`src/rtl/lock_in_polar_converter.sv`:
```
// lock_in_polar_converter: iterative vectoring CORDIC turning lock-in (x, y) into amplitude and phase
module lock_in_polar_converter #(
   parameter int NUM_BITS   = 24,
   parameter int PHASE_BITS = 24,
   parameter int NUM_ITER   = 16
) (
   input  logic                         clk_i,
   input  logic                         reset_i,
   input  logic                         tick_i,
   input  logic signed [NUM_BITS-1:0]   x_i,
   input  logic signed [NUM_BITS-1:0]   y_i,
   output logic signed [NUM_BITS-1:0]   ampl_o,
   output logic signed [PHASE_BITS-1:0] phase_o,
   output logic                         done_o,
   output logic                         busy_o,
   output logic                         overrun_o
);
   localparam int XW = NUM_BITS + 2;
   localparam int ZW = PHASE_BITS + 1;
   localparam int PW = XW + 24;
   localparam int CW = $clog2(NUM_ITER + 1);
   localparam logic [CW-1:0] LAST = CW'(NUM_ITER - 1);
   localparam logic signed [23:0] K = 24'sd5094007;
   localparam logic signed [ZW-1:0] PI = {2'b01, {(PHASE_BITS-1){1'b0}}};
   localparam logic signed [NUM_BITS-1:0] MAXA = {1'b0, {(NUM_BITS-1){1'b1}}};

   typedef enum logic [1:0] {IDLE, ITER, SCALE} st_t;

   // atan(2^-i) in units where 2^23 is pi
   function automatic logic signed [ZW-1:0] atan_lut(input int i);
      case (i)
         0: return ZW'(2097152);
         1: return ZW'(1238021);
         2: return ZW'(654136);
         3: return ZW'(332050);
         4: return ZW'(166669);
         5: return ZW'(83415);
         6: return ZW'(41718);
         7: return ZW'(20860);
         8: return ZW'(10430);
         9: return ZW'(5215);
         10: return ZW'(2608);
         11: return ZW'(1304);
         12: return ZW'(652);
         13: return ZW'(326);
         14: return ZW'(163);
         15: return ZW'(81);
         16: return ZW'(41);
         17: return ZW'(20);
         18: return ZW'(10);
         19: return ZW'(5);
         20: return ZW'(3);
         21: return ZW'(1);
         22: return ZW'(1);
         default: return '0;
      endcase
   endfunction

   st_t                         state_q, state_d;
   logic signed [XW-1:0]        x_q, x_d, y_q, y_d, xe, ye, xs, ys;
   logic signed [ZW-1:0]        z_q, z_d, lut;
   logic [CW-1:0]               cnt_q, cnt_d;
   logic signed [NUM_BITS-1:0]  ampl_q, ampl_d;
   logic signed [PHASE_BITS-1:0] phase_q, phase_d;
   logic                        done_q, done_d, ovr_q, ovr_d, zero_q, zero_d;
   logic signed [PW-1:0]        prod;

   assign xe = XW'(x_i);
   assign ye = XW'(y_i);
   assign xs = x_q >>> cnt_q;
   assign ys = y_q >>> cnt_q;
   assign lut = atan_lut(int'(cnt_q));
   assign prod = (x_q * K) >>> 23;
   assign ampl_o = ampl_q;
   assign phase_o = phase_q;
   assign done_o = done_q;
   assign overrun_o = ovr_q;

   // state register
   always_ff @(posedge clk_i)
      state_q <= reset_i ? IDLE : state_d;

   // sequencing: accept a tick in IDLE, run NUM_ITER rotations, one scaling cycle
   always_comb
      state_d = state_q == IDLE ? (tick_i ? ITER : IDLE) :
                state_q == ITER ? (cnt_q == LAST ? SCALE : ITER) : IDLE;

   // busy covers the rotation and scaling cycles only
   always_comb
      busy_o = state_q != IDLE;

   // datapath: pre-rotation into the right half-plane, micro-rotations, gain removal
   always_comb begin
      x_d = x_q;
      y_d = y_q;
      z_d = z_q;
      cnt_d = cnt_q;
      zero_d = zero_q;
      ampl_d = ampl_q;
      phase_d = phase_q;
      done_d = state_q == SCALE;
      ovr_d = ovr_q | (tick_i & (state_q != IDLE));
      if (state_q == IDLE && tick_i) begin
         x_d = x_i[NUM_BITS-1] ? -xe : xe;
         y_d = x_i[NUM_BITS-1] ? -ye : ye;
         z_d = !x_i[NUM_BITS-1] ? '0 : y_i[NUM_BITS-1] ? -PI : PI;
         cnt_d = '0;
         zero_d = x_i == '0 && y_i == '0;
      end else if (state_q == ITER) begin
         x_d = y_q[XW-1] ? x_q - ys : x_q + ys;
         y_d = y_q[XW-1] ? y_q + xs : y_q - xs;
         z_d = y_q[XW-1] ? z_q - lut : z_q + lut;
         cnt_d = cnt_q + 1'b1;
      end else if (state_q == SCALE) begin
         ampl_d = prod[PW-1] ? '0 : prod > PW'(MAXA) ? MAXA : prod[NUM_BITS-1:0];
         phase_d = zero_q ? '0 : z_q[PHASE_BITS-1:0];
      end
   end

   // datapath registers, cleared by reset including mid-conversion
   always_ff @(posedge clk_i) begin
      if (reset_i) begin
         x_q <= '0;
         y_q <= '0;
         z_q <= '0;
         cnt_q <= '0;
         zero_q <= 1'b0;
         ampl_q <= '0;
         phase_q <= '0;
         done_q <= 1'b0;
         ovr_q <= 1'b0;
      end else begin
         x_q <= x_d;
         y_q <= y_d;
         z_q <= z_d;
         cnt_q <= cnt_d;
         zero_q <= zero_d;
         ampl_q <= ampl_d;
         phase_q <= phase_d;
         done_q <= done_d;
         ovr_q <= ovr_d;
      end
   end
endmodule

```
`config.mk`:
```
export PLATFORM = sky130hd
export DESIGN_NAME = lock_in_polar_converter
export DESIGN_NICKNAME = d
export VERILOG_FILES = /design/src/rtl/lock_in_polar_converter.sv
export SDC_FILE = /design/constraint.sdc
export NUM_CORES = 2
export LEC_CHECK = 0
export ABC_AREA = 1
export ABC_CLOCK_PERIOD_IN_PS = 13060
export CORE_AREA = 2 2 250 252
export DETAILED_ROUTE_END_ITERATION = 10
export DIE_AREA = 0 0 252 254
export GPL_ROUTABILITY_DRIVEN = 0
export PLACE_DENSITY_LB_ADDON = 0.2
export REMOVE_ABC_BUFFERS = 1
export SLEW_MARGIN = 20
export SYNTH_ARGS = -nofsm -noshare
export SYNTH_HDL_FRONTEND = slang
export SYNTH_SLANG_ARGS = --single-unit
```
`constraint.sdc`:
```
create_clock -name clk_i -period 13.06 [get_ports clk_i]
set_input_delay 2.612 -clock clk_i [delete_from_list [all_inputs] [get_ports clk_i]]
set_output_delay 2.612 -clock clk_i [all_outputs]
set_load 0.05 [all_outputs]
```
==> metrics.md <==
| Metric | Value |
|---|---|
| Result of the run | `finished, final reports clean` |
| Clock transition time at the flip-flop clock pins of the worst setup and hold paths | `80 ps` |
| Crit path launch type | `flip-flop` |
| Seq cells post-synth | `156` |
| I/O pin cnt | `102` |
| Library cell appearing most often on the critical path | `sky130_fd_sc_hd__inv_1` |
| Setup repair after global routing missed its margin | `false` |
| Fraction of registers with async set/reset | `0` |
| Sum Neg Setup Slack | `0 ps` |
| Synth Flop Type | `sky130_fd_sc_hd__dfxtp_1` |
| Total count of max-transition violations in the final report | `0` |
| Class of the most critical hold timing path | `flip-flop to flip-flop` |
| Number of sinks driven by the clock tree | `156` |
| Slowest cell on crit path | `sky130_fd_sc_hd__dfxtp_1` |
| First-iteration detailed-routing DRC count | `2,475` |
| Number of warnings issued by yosys | `0` |
| Most common library cell in the layout ignoring fill and taps | `sky130_fd_sc_hd__nand2_1` |
| Area of the mapped netlist | `0.0292 mm^2` |
| Growth of design area from synthesis to finish | `7.96%` |
| Crit-path max FO | `23` |
| Critical path capture point type | `flip-flop` |
| Number of antenna cells inserted | `0` |
| Buf/Inv on CP | `7` |
| Residual DRC | `0` |
| Die outline height | `254 um` |
| Maximum operating frequency | `125 MHz` |
| Share of final-layout standard cells stronger than drive strength 1 | `0.0382` |
| Top cell family by delay on the critical path | `adder cells` |
| Startpoint-to-endpoint class of the critical path | `flip-flop to flip-flop` |
| Area taken by multi-input logic gates | `0.0227 mm^2` |
| Crit share post-route | `0.614` |
| Initial DRT Pass Iterations | `8` |
| Number of different library cells in the post-synthesis netlist | `67` |
| Average footprint of a synthesized cell | `7.09 um^2` |
| Number of enable-type register cells in the synthesized netlist | `0` |
| WL/cell | `17.8 um` |
| Setup bufs post-CTS | `0` |
| Setup clock skew after layout | `24.7 ps` |
| Part of the Yosys area used for sequential elements | `0.107` |
| Number of max-cap violations | `0` |
| Clk Latency, worst-skew pair | `490 ps` |
| Area enclosed by the die boundary | `0.0640 mm^2` |
| Initial standard-cell utilization of the core | `0.477` |
| Sequential cell area | `0.00313 mm^2` |
| Vias post-DR | `27,238` |
| Post-DR vias/cell | `5.50` |
| CTS HTree Levels | `4` |
| CTS Buffer Depth | `2` |
| Total global routing overflow | `0` |
| Critical path arrival | `8430 ps` |
| Standard-cell row count | `91` |
| Via count of the first global-routing pass | `25,388` |
| Chip width | `252 um` |
| Number of fillers in the final layout | `6,195` |
| Data required time at the worst endpoint | `13,470 ps` |
| Post-route minimum period | `8020 ps` |
| Post-cts sizing count | `0` |
| Count of nets left with antenna violations after detail routing | `0` |
| Max-slew headroom | `0.272` |
| Post-CTS Hold Buffers | `0` |
| Clock tree from TritonCTS | `built` |
| Cells after synthesis | `4,117` |
| Cell chosen for the clock root | `sky130_fd_sc_hd__clkbuf_16` |
| Final Hold Vio Count | `0` |
| CTS Buf Count | `17` |
| Leading cell types in the layout, fill and taps excluded | `sky130_fd_sc_hd__nand2_1 (781), sky130_fd_sc_hd__inv_1 (720), sky130_fd_sc_hd__ha_1 (363)` |
| Floorplan core area | `0.0613 mm^2` |
| Placed wire-length estimate after detailed placement | `70,400 um` |
| Total of endpoints with negative setup slack in the final report | `0` |
| Count of input and output buffers | `101` |
| First-pass GRT wire length | `139,000 um` |
| Initial antenna violation count | `0` |
| Slowest cell delay on critical path | `860 ps` |
| Routed wire length | `88,400 um` |
| Largest net degree at the start of global routing | `59` |
| Total number of nets in the final design | `4,870` |
| Total track usage | `0.278` |
| Worst Tran Pin Value | `1090 ps` |
[cells by family (layout without fill, tap and decap cells)]
| group | count (synthesis) | after routing | share of synthesized area |
|---|---|---|---|
| XOR/XNOR | 156 | 156 | 0.0468 |
| AND/OR/NAND/NOR | 1537 | 1537 | 0.228 |
| adder cells (fa/ha/maj) | 667 | 667 | 0.364 |
| AO/OA/AOI/OAI | 740 | 740 | 0.140 |
| flip-flops | 156 | 156 | 0.107 |
| buffers and inverters | 861 | 909 | 0.115 |
[through the flow]
stage / hold WS [ps] / instance area [um^2] / std cells / utilization / setup slack, ps
floorplan: 435 / 28600 / 3999 / - / 5050
global placement: 439 / 30900 / 4923 / 0.505 / 5340
detailed placement: 434 / 30900 / 4923 / 0.505 / 5200
CTS: 445 / 31500 / 4955 / 0.515 / 5150
global route: 479 / 31500 / 4955 / 0.515 / 4630
finish: 442 / 31500 / 4955 / 0.515 / 5040
[layer usage]
metal / up-vias / track usage / part of all wire
li1: 13367 / - / -
met1: 12727 / 0.407 / 0.46
met2: 1022 / 0.421 / 0.43
met3: 122 / 0.0482 / 0.085
met4: 0 / 0.0730 / 0.025
met5: - / 0 / 0
[worst min-delay path, delay by kind of cell (launching register included)]
| family | cells | cell delay (ps) |
|---|---|---|
| and+or+nand+nor | 2 | 100 |
| DFF | 1 | 310 |
[sequential cells by signal, summed over array words and instances, names as in the netlist]
| register | flops |
|---|---|
| lut | 22 |
| z_q | 24 |
| x_q | 26 |
| done_o | 1 |
| ampl_o | 24 |
| phase_o | 24 |
| zero_q | 1 |
| overrun_o | 1 |
| y_q | 26 |
| cnt_q | 5 |
| state_q | 2 |
[area by class of cell]
class / count / area share
tap: 790 / 0.0314
timing repair buffer: 134 / 0.0398
clock inverter: 15 / 0.00627
multi-input combinational: 3100 / 0.721
clock buffer: 17 / 0.0135
inverter: 743 / 0.0886
sequential: 156 / 0.0991
[path summary, 6_finish.rpt]
check	startpoint	cells past startpoint	slack, ps	to
worst max-delay path	x_q[24]	26	5040	ampl_o[22]
worst min register to register	ampl_o[23]	2	440	ampl_o[23]
worst max register to register	x_q[24]	26	5040	ampl_o[22]
worst min-delay path	ampl_o[23]	2	440	ampl_o[23]
[synth_stat cells, drive strengths merged, types with 2 or more instances]
cell,number,area share
a31oi,35,0.0075
nor3,46,0.0079
o31ai,13,0.0035
nand3,343,0.060
o22ai,9,0.0019
dfxtp,156,0.11
nand3b,6,0.0020
a21oi,342,0.059
o311ai,2,0.00060
clkbuf,54,0.0069
xnor2,51,0.015
and3,2,0.00043
a221oi,5,0.0015
o2111ai,2,0.00060
o21a,5,0.0013
xor2,105,0.031
o21ai,246,0.043
a211oi,6,0.0015
nand4,34,0.0075
and2,2,0.00043
a31o,4,0.0012
or2,19,0.0041
buf,64,0.012
a21o,14,0.0036
o21bai,34,0.0087
nand2,800,0.10
clkinv,4,0.00056
inv,739,0.095
fa,304,0.21
nor2,268,0.037
o211ai,14,0.0038
nor4,15,0.0034
ha,363,0.16
Power is left out: the tool's default activity adds up to more than one toggle a clock period on the data nets, which glitch-free logic cannot reach.
